[config.mk]
export PLATFORM = sky130hd
export DESIGN_NAME = golden_nonce_collector_flat
export DESIGN_NICKNAME = d
export VERILOG_FILES = /design/src/rtl/golden_nonce_collector_pkg.sv /design/src/rtl/golden_nonce_collector_if.sv /design/src/rtl/golden_nonce_collector_fifo.sv /design/src/rtl/golden_nonce_collector.sv /design/src/flat_wrapper.sv
export SDC_FILE = /design/constraint.sdc
export NUM_CORES = 1
export LEC_CHECK = 0
export BUFFER_PORTS_ARGS = -buffer_cell sky130_fd_sc_hd__buf_2
export CAP_MARGIN = 20
export CORE_UTILIZATION = 40
export DETAILED_ROUTE_END_ITERATION = 10
export GPL_ROUTABILITY_DRIVEN = 0
export GPL_TIMING_DRIVEN = 0
export REMOVE_ABC_BUFFERS = 1
export SYNTH_ARGS = -nofsm -noshare
export SYNTH_HDL_FRONTEND = slang
export SYNTH_SLANG_ARGS = --single-unit
[constraint.sdc]
create_clock -name hash_clk -period 10.8 [get_ports hash_clk]
set_clock_uncertainty 0.05 [all_clocks]
set_input_delay 1.08 -clock hash_clk [delete_from_list [all_inputs] [get_ports hash_clk]]
set_output_delay 1.08 -clock hash_clk [all_outputs]
set_load 0.1 [all_outputs]
[src/rtl/golden_nonce_collector_pkg.sv]
// Shared definitions for the golden nonce collector: nonce width, output FSM
// state encoding and a ceil-log2 helper for pointer/level widths.
package golden_nonce_collector_pkg;

   localparam int NONCE_W = 32;

   typedef enum logic [0:0] {
      ST_IDLE = 1'b0,
      ST_HOLD = 1'b1
   } tx_state_t;

   function automatic int clog2(input int value);
      int result;
      result = 0;
      for (int w = 0; w < 31; w++) begin
         if ((1 << w) < value) result = w + 1;
      end
      return result;
   endfunction

endpackage

[src/rtl/golden_nonce_collector_if.sv]
// Core-facing strobes/nonces plus the comm-block facing output and status.
// master = the side producing nonces and consuming tx/status, slave = collector.
interface golden_nonce_collector_if
   import golden_nonce_collector_pkg::*;
#(
   parameter int NUM_CORES = 4,
   parameter int DEPTH     = 8
);
   logic [NUM_CORES-1:0]         in_new_nonce;
   logic [NONCE_W*NUM_CORES-1:0] in_golden_nonce;
   logic                         tx_busy;
   logic                         tx_new_nonce;
   logic [NONCE_W-1:0]           tx_golden_nonce;
   logic [7:0]                   drop_count;
   logic [clog2(DEPTH):0]        fifo_level;

   modport master (
      output in_new_nonce, in_golden_nonce, tx_busy,
      input  tx_new_nonce, tx_golden_nonce, drop_count, fifo_level
   );

   modport slave (
      input  in_new_nonce, in_golden_nonce, tx_busy,
      output tx_new_nonce, tx_golden_nonce, drop_count, fifo_level
   );
endinterface

[src/rtl/golden_nonce_collector_fifo.sv]
// Synchronous circular FIFO of nonces. Push is refused when full and pop is
// refused when empty, both judged on the level at the start of the cycle.
module nonce_fifo
   import golden_nonce_collector_pkg::*;
#(
   parameter int DEPTH = 8
) (
   input  logic                    clk,
   input  logic                    rst_n,
   input  logic                    push,
   input  logic [NONCE_W-1:0]      push_data,
   input  logic                    pop,
   output logic [NONCE_W-1:0]      head,
   output logic [clog2(DEPTH):0]   level,
   output logic                    full,
   output logic                    empty
);
   localparam int AW = clog2(DEPTH);

   logic [NONCE_W-1:0] mem [DEPTH];
   logic [AW-1:0]      wr_ptr;
   logic [AW-1:0]      rd_ptr;
   logic               do_push;
   logic               do_pop;

   assign full    = (level == (AW+1)'(DEPTH));
   assign empty   = (level == '0);
   assign do_push = push & ~full;
   assign do_pop  = pop & ~empty;
   assign head    = mem[rd_ptr];

   // storage array; contents are don't-care after reset because pointers clear
   always_ff @(posedge clk) begin
      if (do_push) mem[wr_ptr] <= push_data;
   end

   // pointers wrap naturally since DEPTH is a power of two
   always_ff @(posedge clk or negedge rst_n) begin
      if (!rst_n) begin
         wr_ptr <= '0;
         rd_ptr <= '0;
         level  <= '0;
      end else begin
         if (do_push) wr_ptr <= wr_ptr + AW'(1);
         if (do_pop)  rd_ptr <= rd_ptr + AW'(1);
         if (do_push && !do_pop)      level <= level + (AW+1)'(1);
         else if (do_pop && !do_push) level <= level - (AW+1)'(1);
      end
   end
endmodule

[src/rtl/golden_nonce_collector.sv]
// Golden nonce collector: per-core capture slots, round-robin arbiter into a
// central FIFO, and an output FSM that spaces strobes to the JTAG comm block.
//
//  state   | meaning
//  --------+-------------------------------------------------------------
//  ST_IDLE | waiting for a buffered nonce and tx_busy low
//  ST_HOLD | strobe just issued; counting down HOLDOFF idle cycles
module golden_nonce_collector
   import golden_nonce_collector_pkg::*;
#(
   parameter int                 NUM_CORES = 4,
   parameter int                 DEPTH     = 8,
   parameter int                 HOLDOFF   = 8,
   parameter logic [NONCE_W-1:0] NONCE_ADJ = '0
) (
   input  logic                     hash_clk,
   input  logic                     rst_n,
   golden_nonce_collector_if.slave  bus
);
   localparam int LVL_W  = clog2(DEPTH) + 1;
   localparam int CORE_W = (NUM_CORES > 1) ? clog2(NUM_CORES) : 1;
   localparam int CNT_W  = clog2(HOLDOFF + 1);

   logic [NONCE_W-1:0]   slot_val [NUM_CORES];
   logic [NUM_CORES-1:0] slot_pend;
   logic [NUM_CORES-1:0] drop_mask;
   logic [CORE_W-1:0]    rr_ptr;
   logic                 grant_valid;
   logic [CORE_W-1:0]    grant_idx;
   logic [4:0]           drop_hits;
   logic [8:0]           drop_sum;
   logic [7:0]           drop_count;

   logic [NONCE_W-1:0]   fifo_head;
   logic [LVL_W-1:0]     fifo_level;
   logic                 fifo_full;
   logic                 fifo_empty;
   logic                 pop;

   tx_state_t            state, state_next;
   logic [CNT_W-1:0]     hold_cnt, cnt_next;
   logic                 tx_new_q, tx_new_next;
   logic [NONCE_W-1:0]   tx_val_q, tx_val_next;

   // round-robin search for the first pending slot at or after rr_ptr
   always_comb begin
      int idx;
      grant_valid = 1'b0;
      grant_idx   = '0;
      idx         = 0;
      if (!fifo_full) begin
         for (int off = 0; off < NUM_CORES; off++) begin
            idx = int'(rr_ptr) + off;
            if (idx >= NUM_CORES) idx = idx - NUM_CORES;
            if (!grant_valid && slot_pend[idx]) begin
               grant_valid = 1'b1;
               grant_idx   = CORE_W'(idx);
            end
         end
      end
   end

   // a strobe is lost only if its slot is still occupied after this edge's grant
   always_comb begin
      drop_hits = '0;
      for (int i = 0; i < NUM_CORES; i++) begin
         drop_mask[i] = bus.in_new_nonce[i] & slot_pend[i]
                        & ~(grant_valid & (grant_idx == CORE_W'(i)));
         drop_hits    = drop_hits + 5'(drop_mask[i]);
      end
      drop_sum = {1'b0, drop_count} + 9'(drop_hits);
   end

   // capture slots, round-robin pointer and saturating drop counter
   always_ff @(posedge hash_clk or negedge rst_n) begin
      if (!rst_n) begin
         slot_pend  <= '0;
         rr_ptr     <= '0;
         drop_count <= '0;
         for (int i = 0; i < NUM_CORES; i++) slot_val[i] <= '0;
      end else begin
         for (int i = 0; i < NUM_CORES; i++) begin
            if (bus.in_new_nonce[i] && !drop_mask[i]) begin
               slot_val[i]  <= bus.in_golden_nonce[NONCE_W*i +: NONCE_W];
               slot_pend[i] <= 1'b1;
            end else if (grant_valid && grant_idx == CORE_W'(i)) begin
               slot_pend[i] <= 1'b0;
            end
         end
         if (grant_valid)
            rr_ptr <= (grant_idx == CORE_W'(NUM_CORES - 1)) ? '0 : grant_idx + CORE_W'(1);
         drop_count <= drop_sum[8] ? 8'hFF : drop_sum[7:0];
      end
   end

   nonce_fifo #(.DEPTH(DEPTH)) u_fifo (
      .clk       (hash_clk),
      .rst_n     (rst_n),
      .push      (grant_valid),
      .push_data (slot_val[grant_idx]),
      .pop       (pop),
      .head      (fifo_head),
      .level     (fifo_level),
      .full      (fifo_full),
      .empty     (fifo_empty)
   );

   // output FSM state and registered outputs
   always_ff @(posedge hash_clk or negedge rst_n) begin
      if (!rst_n) begin
         state    <= ST_IDLE;
         hold_cnt <= '0;
         tx_new_q <= 1'b0;
         tx_val_q <= '0;
      end else begin
         state    <= state_next;
         hold_cnt <= cnt_next;
         tx_new_q <= tx_new_next;
         tx_val_q <= tx_val_next;
      end
   end

   // next-state: pop and strobe from IDLE, then sit out HOLDOFF cycles
   always_comb begin
      state_next  = state;
      cnt_next    = hold_cnt;
      tx_new_next = 1'b0;
      tx_val_next = tx_val_q;
      pop         = 1'b0;
      case (state)
         ST_IDLE: begin
            if (!fifo_empty && !bus.tx_busy) begin
               pop         = 1'b1;
               tx_new_next = 1'b1;
               tx_val_next = fifo_head - NONCE_ADJ;
               cnt_next    = CNT_W'(HOLDOFF);
               state_next  = ST_HOLD;
            end
         end
         ST_HOLD: begin
            cnt_next = hold_cnt - CNT_W'(1);
            if (hold_cnt == CNT_W'(1)) state_next = ST_IDLE;
         end
         default: state_next = ST_IDLE;
      endcase
   end

   assign bus.tx_new_nonce    = tx_new_q;
   assign bus.tx_golden_nonce = tx_val_q;
   assign bus.drop_count      = drop_count;
   assign bus.fifo_level      = fifo_level;
endmodule

[src/flat_wrapper.sv]
// flat-port wrapper written by rule: the top's interface ports become plain ports
module golden_nonce_collector_flat import golden_nonce_collector_pkg::*;
#(
   parameter int                 NUM_CORES = 4,
   parameter int                 DEPTH     = 8,
   parameter int                 HOLDOFF   = 8,
   parameter logic [NONCE_W-1:0] NONCE_ADJ = '0
)
  (hash_clk, rst_n, bus_in_new_nonce, bus_in_golden_nonce, bus_tx_busy, bus_tx_new_nonce, bus_tx_golden_nonce, bus_drop_count, bus_fifo_level);
  golden_nonce_collector_if #(.NUM_CORES(NUM_CORES), .DEPTH(DEPTH)) bus_i ();
  input  logic hash_clk;
  input  logic rst_n;
  input wire logic [$bits(bus_i.in_new_nonce)-1:0] bus_in_new_nonce;
  input wire logic [$bits(bus_i.in_golden_nonce)-1:0] bus_in_golden_nonce;
  input wire logic [$bits(bus_i.tx_busy)-1:0] bus_tx_busy;
  output wire logic [$bits(bus_i.tx_new_nonce)-1:0] bus_tx_new_nonce;
  output wire logic [$bits(bus_i.tx_golden_nonce)-1:0] bus_tx_golden_nonce;
  output wire logic [$bits(bus_i.drop_count)-1:0] bus_drop_count;
  output wire logic [$bits(bus_i.fifo_level)-1:0] bus_fifo_level;
  assign bus_i.in_new_nonce = bus_in_new_nonce;
  assign bus_i.in_golden_nonce = bus_in_golden_nonce;
  assign bus_i.tx_busy = bus_tx_busy;
  assign bus_tx_new_nonce = bus_i.tx_new_nonce;
  assign bus_tx_golden_nonce = bus_i.tx_golden_nonce;
  assign bus_drop_count = bus_i.drop_count;
  assign bus_fifo_level = bus_i.fifo_level;
  golden_nonce_collector #(.NUM_CORES(NUM_CORES), .DEPTH(DEPTH), .HOLDOFF(HOLDOFF), .NONCE_ADJ(NONCE_ADJ)) u_core (.hash_clk(hash_clk), .rst_n(rst_n), .bus(bus_i));
endmodule
* Yosys cells after proc, flatten, opt, wreduce, memory -nomap -nowiden *
Memory sizes are Yosys's and may differ from the RTL's. A register that Yosys moved wholly into a read port is not among the register bits.
Index checks and enable logic that the tools add are counted.

operators by class
  $add $sub $neg = 17
  multiply operators = 0
  div/mod/pow operators = 0
  $lt $le $gt $ge = 9
  equal/unequal tests = 6
  shift operators = 0
  mux-type cells = 56
  bitwise gates (word level) = 22
  reduce and logical (&&, ||, !) cells = 34

operators with widths
  kind                                                                 number
  2-to-1 mux 32 bit                                                    10
  less-than comparator 32 x 4 -> 1 bit (second input constant)         4
  greater-or-equal comparator 32 x 4 -> 1 bit (second input constant)  3
  subtractor 32 x 4 -> 32 bit (second input constant)                  3
  binary-select mux 32 bit (select 2 bit)                              1
  2-to-1 mux 1 bit                                                     29
  bitwise AND 1 bit                                                    14
  logical AND 1 bit                                                    14
  zero test 1 bit                                                      12
  2-to-1 mux 2 bit                                                     6
  2-to-1 mux 4 bit                                                     3
  adder 5 x 1 -> 5 bit                                                 2
  nonzero test 2 bit                                                   5
  adder 8 x 5 -> 9 bit                                                 1
  binary-select mux 1 bit (select 2 bit)                               4
  2-to-1 mux 8 bit                                                     1
  case mux 4 bit (2 select lines)                                      1
  subtractor 4 x 1 -> 4 bit (second input constant)                    2
  inverter 1 bit                                                       7
  adder 2 x 2 -> 3 bit (second input constant)                         2
  adder 3 x 1 -> 3 bit (second input constant)                         2
  adder 4 x 1 -> 4 bit (second input constant)                         1
  == test 2 bit (second input constant)                                2
  == test 4 x 1 -> 1 bit (second input constant)                       1
  other kinds (14)                                                     14

storage, ports and cells
  register bits after elaboration = 158
  latch bits = 0
  memory bits (writable) = 256
  bits in read-only memories = 0
  input bits = 135
  output and inout bits = 45
  word-level logic and storage cells = 161
  memories kept = 1

memories
  name               words  bits a word  read ports  clocked after memory_dff  write ports  line                               text
  u_core.u_fifo.mem  8      32           1           1                         1            golden_nonce_collector_fifo.sv:20  logic [NONCE_W-1:0] mem [DEPTH];

* Logic depth before layout (Yosys ltp) *
  depth after elaboration = 29
  gate-level depth with buffers = 22
  gate-level depth less buffers = 19

* Cells and area by module *
From an unflattened synthesis, not the netlist that was laid out.

second synthesis, totals
  cell total of the unflattened synthesis = 929
  area total of the unflattened synthesis = 18153.7 um2

by module, submodules not included
  module                  times used  cells an instance  area each (um2)  sequential area each (um2)
  nonce_fifo              1           434                10282.4          7937.6
  golden_nonce_collector  1           495                7871.3           4504.3

* Worst setup path before layout *
Ideal clock, no wire load.

  path kind = reg2reg
  from = register u_core.u_fifo.level[0]
  to = memory u_core.u_fifo.mem[0][0], enable pin
  setup time = 0.501 ns
  data arrival time = 4.562 ns
  data required time = 10.249 ns
  slack = 5.686 ns
  cell stages (with the launch flop) = 5
  path buffers = 1
  period minus slack after synthesis = 5.114 ns
  cell sequence = dfrtp_1 -> or4b_1 -> buf_6 -> o41ai_4 -> nor4_1

between the ends
  cells in the longest elaborated chain, start to end = 5
  elaborated cells between the ends (all ways) = 6
  classes of those cells = eq/ne (1); mux (3); bitwise (2)

RTL lines
  element                                             line                                                             text
  from (decl)                                         golden_nonce_collector_fifo.sv:14                                output logic [clog2(DEPTH):0] level,
  from (signal assigned)                              golden_nonce_collector_fifo.sv:46                                if (do_push && !do_pop) level <= level + (AW+1)'(1);
  from (signal assigned)                              golden_nonce_collector_fifo.sv:47                                else if (do_pop && !do_push) level <= level - (AW+1)'(1);
  == test 4 bit (*)                                   golden_nonce_collector_fifo.sv:26                                assign full = (level == (AW+1)'(DEPTH));
  2-to-1 mux 1 bit or inverter 1 bit (tied branches)  golden_nonce_collector.sv:51, golden_nonce_collector_fifo.sv:28
  bitwise AND 1 bit (*)                               golden_nonce_collector_fifo.sv:28                                assign do_push = push & ~full;
  2-to-1 mux 1 bit (*)                                golden_nonce_collector_fifo.sv:34                                if (do_push) mem[wr_ptr] <= push_data;
  2-to-1 mux 1 bit (implied by the code) (*)          golden_nonce_collector_fifo.sv:34
  to (decl)                                           golden_nonce_collector_fifo.sv:20

Every way passes the cells marked *; elsewhere a longest branch is shown, timed or not.

* Worst setup path after layout *
  from = register u_core.u_fifo.level[0]
  to = register u_core.drop_count[0], in the netlist u_core.bus.drop_count[0]

between the ends
  cells in the longest elaborated chain, start to end = 11
  elaborated cells between the ends (all ways) = 24
  classes of those cells = add/sub (4); eq/ne (4); mux (3); bitwise (12); reduce/logical (1)

RTL lines
  element                                                    line                               text
  == test 4 bit (*)                                          golden_nonce_collector_fifo.sv:26
  2-to-1 mux 2 bit                                           golden_nonce_collector.sv:51       if (!fifo_full) begin
  == test 2 x 1 -> 1 bit or zero test 2 bit (tied branches)  golden_nonce_collector.sv:68       & ~(grant_valid & (grant_idx == CORE_W'(i)));
  bitwise AND 1 bit                                          golden_nonce_collector.sv:68
  inverter 1 bit                                             golden_nonce_collector.sv:68
  bitwise AND 1 bit                                          golden_nonce_collector.sv:68
  adder 1 x 1 -> 2 bit                                       golden_nonce_collector.sv:69       drop_hits = drop_hits + 5'(drop_mask[i]);
  adder 5 x 1 -> 5 bit                                       golden_nonce_collector.sv:69
  adder 5 x 1 -> 5 bit (*)                                   golden_nonce_collector.sv:69
  adder 8 x 5 -> 9 bit (*)                                   golden_nonce_collector.sv:71       drop_sum = {1'b0, drop_count} + 9'(drop_hits);
  2-to-1 mux 8 bit (*)                                       golden_nonce_collector.sv:92       drop_count <= drop_sum[8] ? 8'hFF : drop_sum[7:0];
  to (signal assigned)                                       golden_nonce_collector.sv:92
  to (decl)                                                  golden_nonce_collector.sv:32       logic [7:0] drop_count;

Marked as above.
A chain may end at the register's enable or synchronous reset.

==> qor.yml <==
outcome:
  outcome: "finished, final reports clean"
grt:
  grt_max_degree: 98
  track_usage_pct: 17.2
  antenna_found_initial: 10
  grt_pass1_wl_um: 60800
  grt_overflow: 0
  first_global_vias: 10300
sta:
  timing.fmax_mhz: 198
  setup_viol: 0
  min_period_ns: 5.06
  rsz0062_at_grt: "no"
  hold_ws_ns: 0.447
  finalMaxSlewViolations: 0
  slew_headroom_pct: 27.6
  finalSetupTns_ns: 0
  tightest_slew_ns: 1.06
  period_share_pct: 46.8
  hold_violations: 0
final_layout:
  fill_cells: 3728
  drive_above_1_share_pct: 39.0
  postLayoutCellArea_um2: 21900
  synthToLayoutAreaGrowth_pct: 20.0
  fin_nets: 1406
  post-route-util_pct: 49.0
clock_tree:
  cts_hold_buffers: 0
  clock_path_buffers: 3
  cts.repair.resized: 0
  cts_max_level: 2
  cts_tree: "done"
  worstSkewPairLatency_ns: 0.57
  clock-sinks: 446
  clk_pin_slew_ns: 0.06
  clock-root-buffer: "clkbuf_16"
  cts_setup_buffers: 0
  cts_buffers: 46
setup_path:
  r2r-start: "u_core.u_fifo.level[0]"
  crit_path_cell_trace: "or4b_1 -> o41ai_4 -> or4_2 -> inv_2 -> ha_1 -> nand2_1 -> and3_1 -> ha_1 -> inv_1 -> fa_1 -> inv_1 -> ha_1 -> inv_1 -> fa_1 -> inv_1 -> a21oi_1 -> nor2_1 -> nand3_1 -> nand2b_1"
  regToRegSetupSlack_ns: 5.74
  cp.buffers_inverters: 5
  cp-end-kind: "register"
  slowest_delay_ns: 1.09
  critical_path_depth: 19
  crit_path_top_delay_cell: "or4_2"
  crit_arrival_ns: 5.50
  critPathMostFrequentCell: "inv_1"
  required_ns: 11.24
  rr_worst_depth: 19
  critical_path_class: "reg -> reg"
  crit_fanout: 19
  crit_family: "simple AND/OR/NAND/NOR gates"
  crit_path_start_kind: "register"
  critPathLaunch: "u_core.u_fifo.level[0]"
logic_synthesis:
  synth-simple-area-share_pct: 2.79
  yosys_warnings: 0
  ys_top_cells_by_count: "edfxtp_1 (256), dfrtp_1 (190), mux2_2 (130)"
  synth_seq_cells: 446
  synth_xor_area_share_pct: 0.625
  synth_fa_ha_area_share_pct: 1.43
  synth_cell_types: 41
  synth_top_family_by_area: "multiplexers"
  synth_area_um2: 18200
  yosysMostFrequentCell: "edfxtp_1"
  syn_inst: 1037
  synth_compound_area_share_pct: 1.74
  yosys_most_used_dff: "edfxtp_1"
  avgSynthCellArea_um2: 17.6
  ys_seq_area_share_pct: 68.3
  synth_edf_count: 256
  async_flop_share_pct: 42.6
  synth.area.top_cells: "edfxtp_1 (42%), dfrtp_1 (26%), mux2_2 (8.0%)"
  synth_top_area_share_pct: 42.2
  yosys.area.top_type: "edfxtp_1"
  synthMuxAreaShare_pct: 23.0
routing:
  ant_nets: 0
  dr.pass1.iters: 4
  wl_per_cell_um: 20.6
  vias_per_cell: 5.06
  vias: 9542
  drc_errors: 0
  drtIter0Drc: 503
  drt-total-wl_um: 38800
floorplanning:
  fp-row-count: 77
  fp.dieH_um: 215
  fp.dieW_um: 215
  num_io_pins: 180
  dieArea_um2: 46400
  core-area_um2: 44600
  start_util_pct: 40.9
placed_design:
  io_buffers: 179
  placed_area_um2: 20300
  dp_hpwl_um: 26400
flow_run:
  cap_violations: 0
worst_hold_path:
  min_path_type: "in -> async"
sequential cells by signal, summed over array words and instances (netlist names):
name / flops
u_core.u_fifo.mem: 256
u_core.slot_val: 128
u_core.bus.tx_golden_nonce: 32
u_core.bus.drop_count: 8
u_core.hold_cnt: 4
u_core.slot_pend: 4
u_core.u_fifo.level: 4
u_core.u_fifo.rd_ptr: 3
u_core.u_fifo.wr_ptr: 3
u_core.rr_ptr: 2
u_core.bus.tx_new_nonce: 1
u_core.state: 1
cells in the final DEF (no fill, tap or decap), drive strengths merged:
cell type | Yosys | final
a21oi | 38 | 38
a41oi | 1 | 1
nor3 | 6 | 6
o311a | 1 | 1
and3 | 2 | 2
nand2b | 9 | 9
o41ai | 1 | 1
or4b | 1 | 1
mux4 | 64 | 64
bufinv | 0 | 8
o211ai | 1 | 1
o21bai | 1 | 1
or4 | 1 | 1
dfrtp | 190 | 190
nand2 | 33 | 33
a22oi | 1 | 1
nor4 | 2 | 2
nor3b | 1 | 1
o21ai | 6 | 6
nand3 | 5 | 5
nor2 | 47 | 47
diode | 0 | 5
xor2 | 4 | 4
a21o | 2 | 2
fa | 3 | 3
xnor2 | 9 | 9
inv | 17 | 19
clkbuf | 17 | 59
ha | 16 | 16
mux2i | 129 | 129
nand3b | 1 | 1
buf | 36 | 220
o21a | 1 | 1
mux2 | 130 | 130
edfxtp | 256 | 256
nor4bb | 2 | 2
clkinv | 0 | 15
nor2b | 3 | 3
through the flow:
step                      instances  setup WS (ns)
final                          1885           5.74
after floorplan                 984           4.42
after global routing           1883           5.42
after detailed placement       1796           5.69
after CTS                      1880           5.66
after global placement         1755           1.58
logic make-up (layout without fill, tap and decap cells):
group	Yosys count	after routing
muxes	323	323
and+or+nand+nor	113	113
DFF	446	446
other	0	5
AOI/OAI and AO/OA	53	53
adders and majority gates	19	19
buffers and inverters	70	321
xor gates and xnor gates	13	13
routing by layer:
| metal | part of all wire, % | up-vias | routed length (um) | GRT usage [%] |
|---|---|---|---|---|
| met5 | 0.17 | - | 66 | 0 |
| met4 | 1.9 | 12 | 741 | 4.96 |
| met3 | 6.3 | 63 | 2450 | 3.82 |
| met2 | 47 | 200 | 18300 | 27.8 |
| met1 | 45 | 4887 | 17300 | 23.4 |
| li1 | - | 4380 | - | - |
cell type report:
class	instances	area [um^2]	share of cell area, %
Timing Repair Buffer	220	1530	7.01
Tap cell	592	741	3.39
Inverter	17	63.8	0.292
Multi-Input combinational cell	521	5470	25.0
Sequential cell	446	12500	56.9
Antenna cell	5	12.5	0.0572
Clock buffer	59	1250	5.73
Clock inverter	25	349	1.60
worst paths after layout:
kind,to
setup reg to reg,u_core.bus.drop_count[0]
max in group asynchronous,u_core.u_fifo.rd_ptr[0]
setup / recovery,u_core.bus.drop_count[0]
hold reg to reg,u_core.slot_val[84]
min in group hash_clk,u_core.slot_val[84]
hold / removal,u_core.bus.drop_count[0]
Power is not shown: default switching activity piles up to over one toggle a cycle in this logic, so the estimate is an artifact.
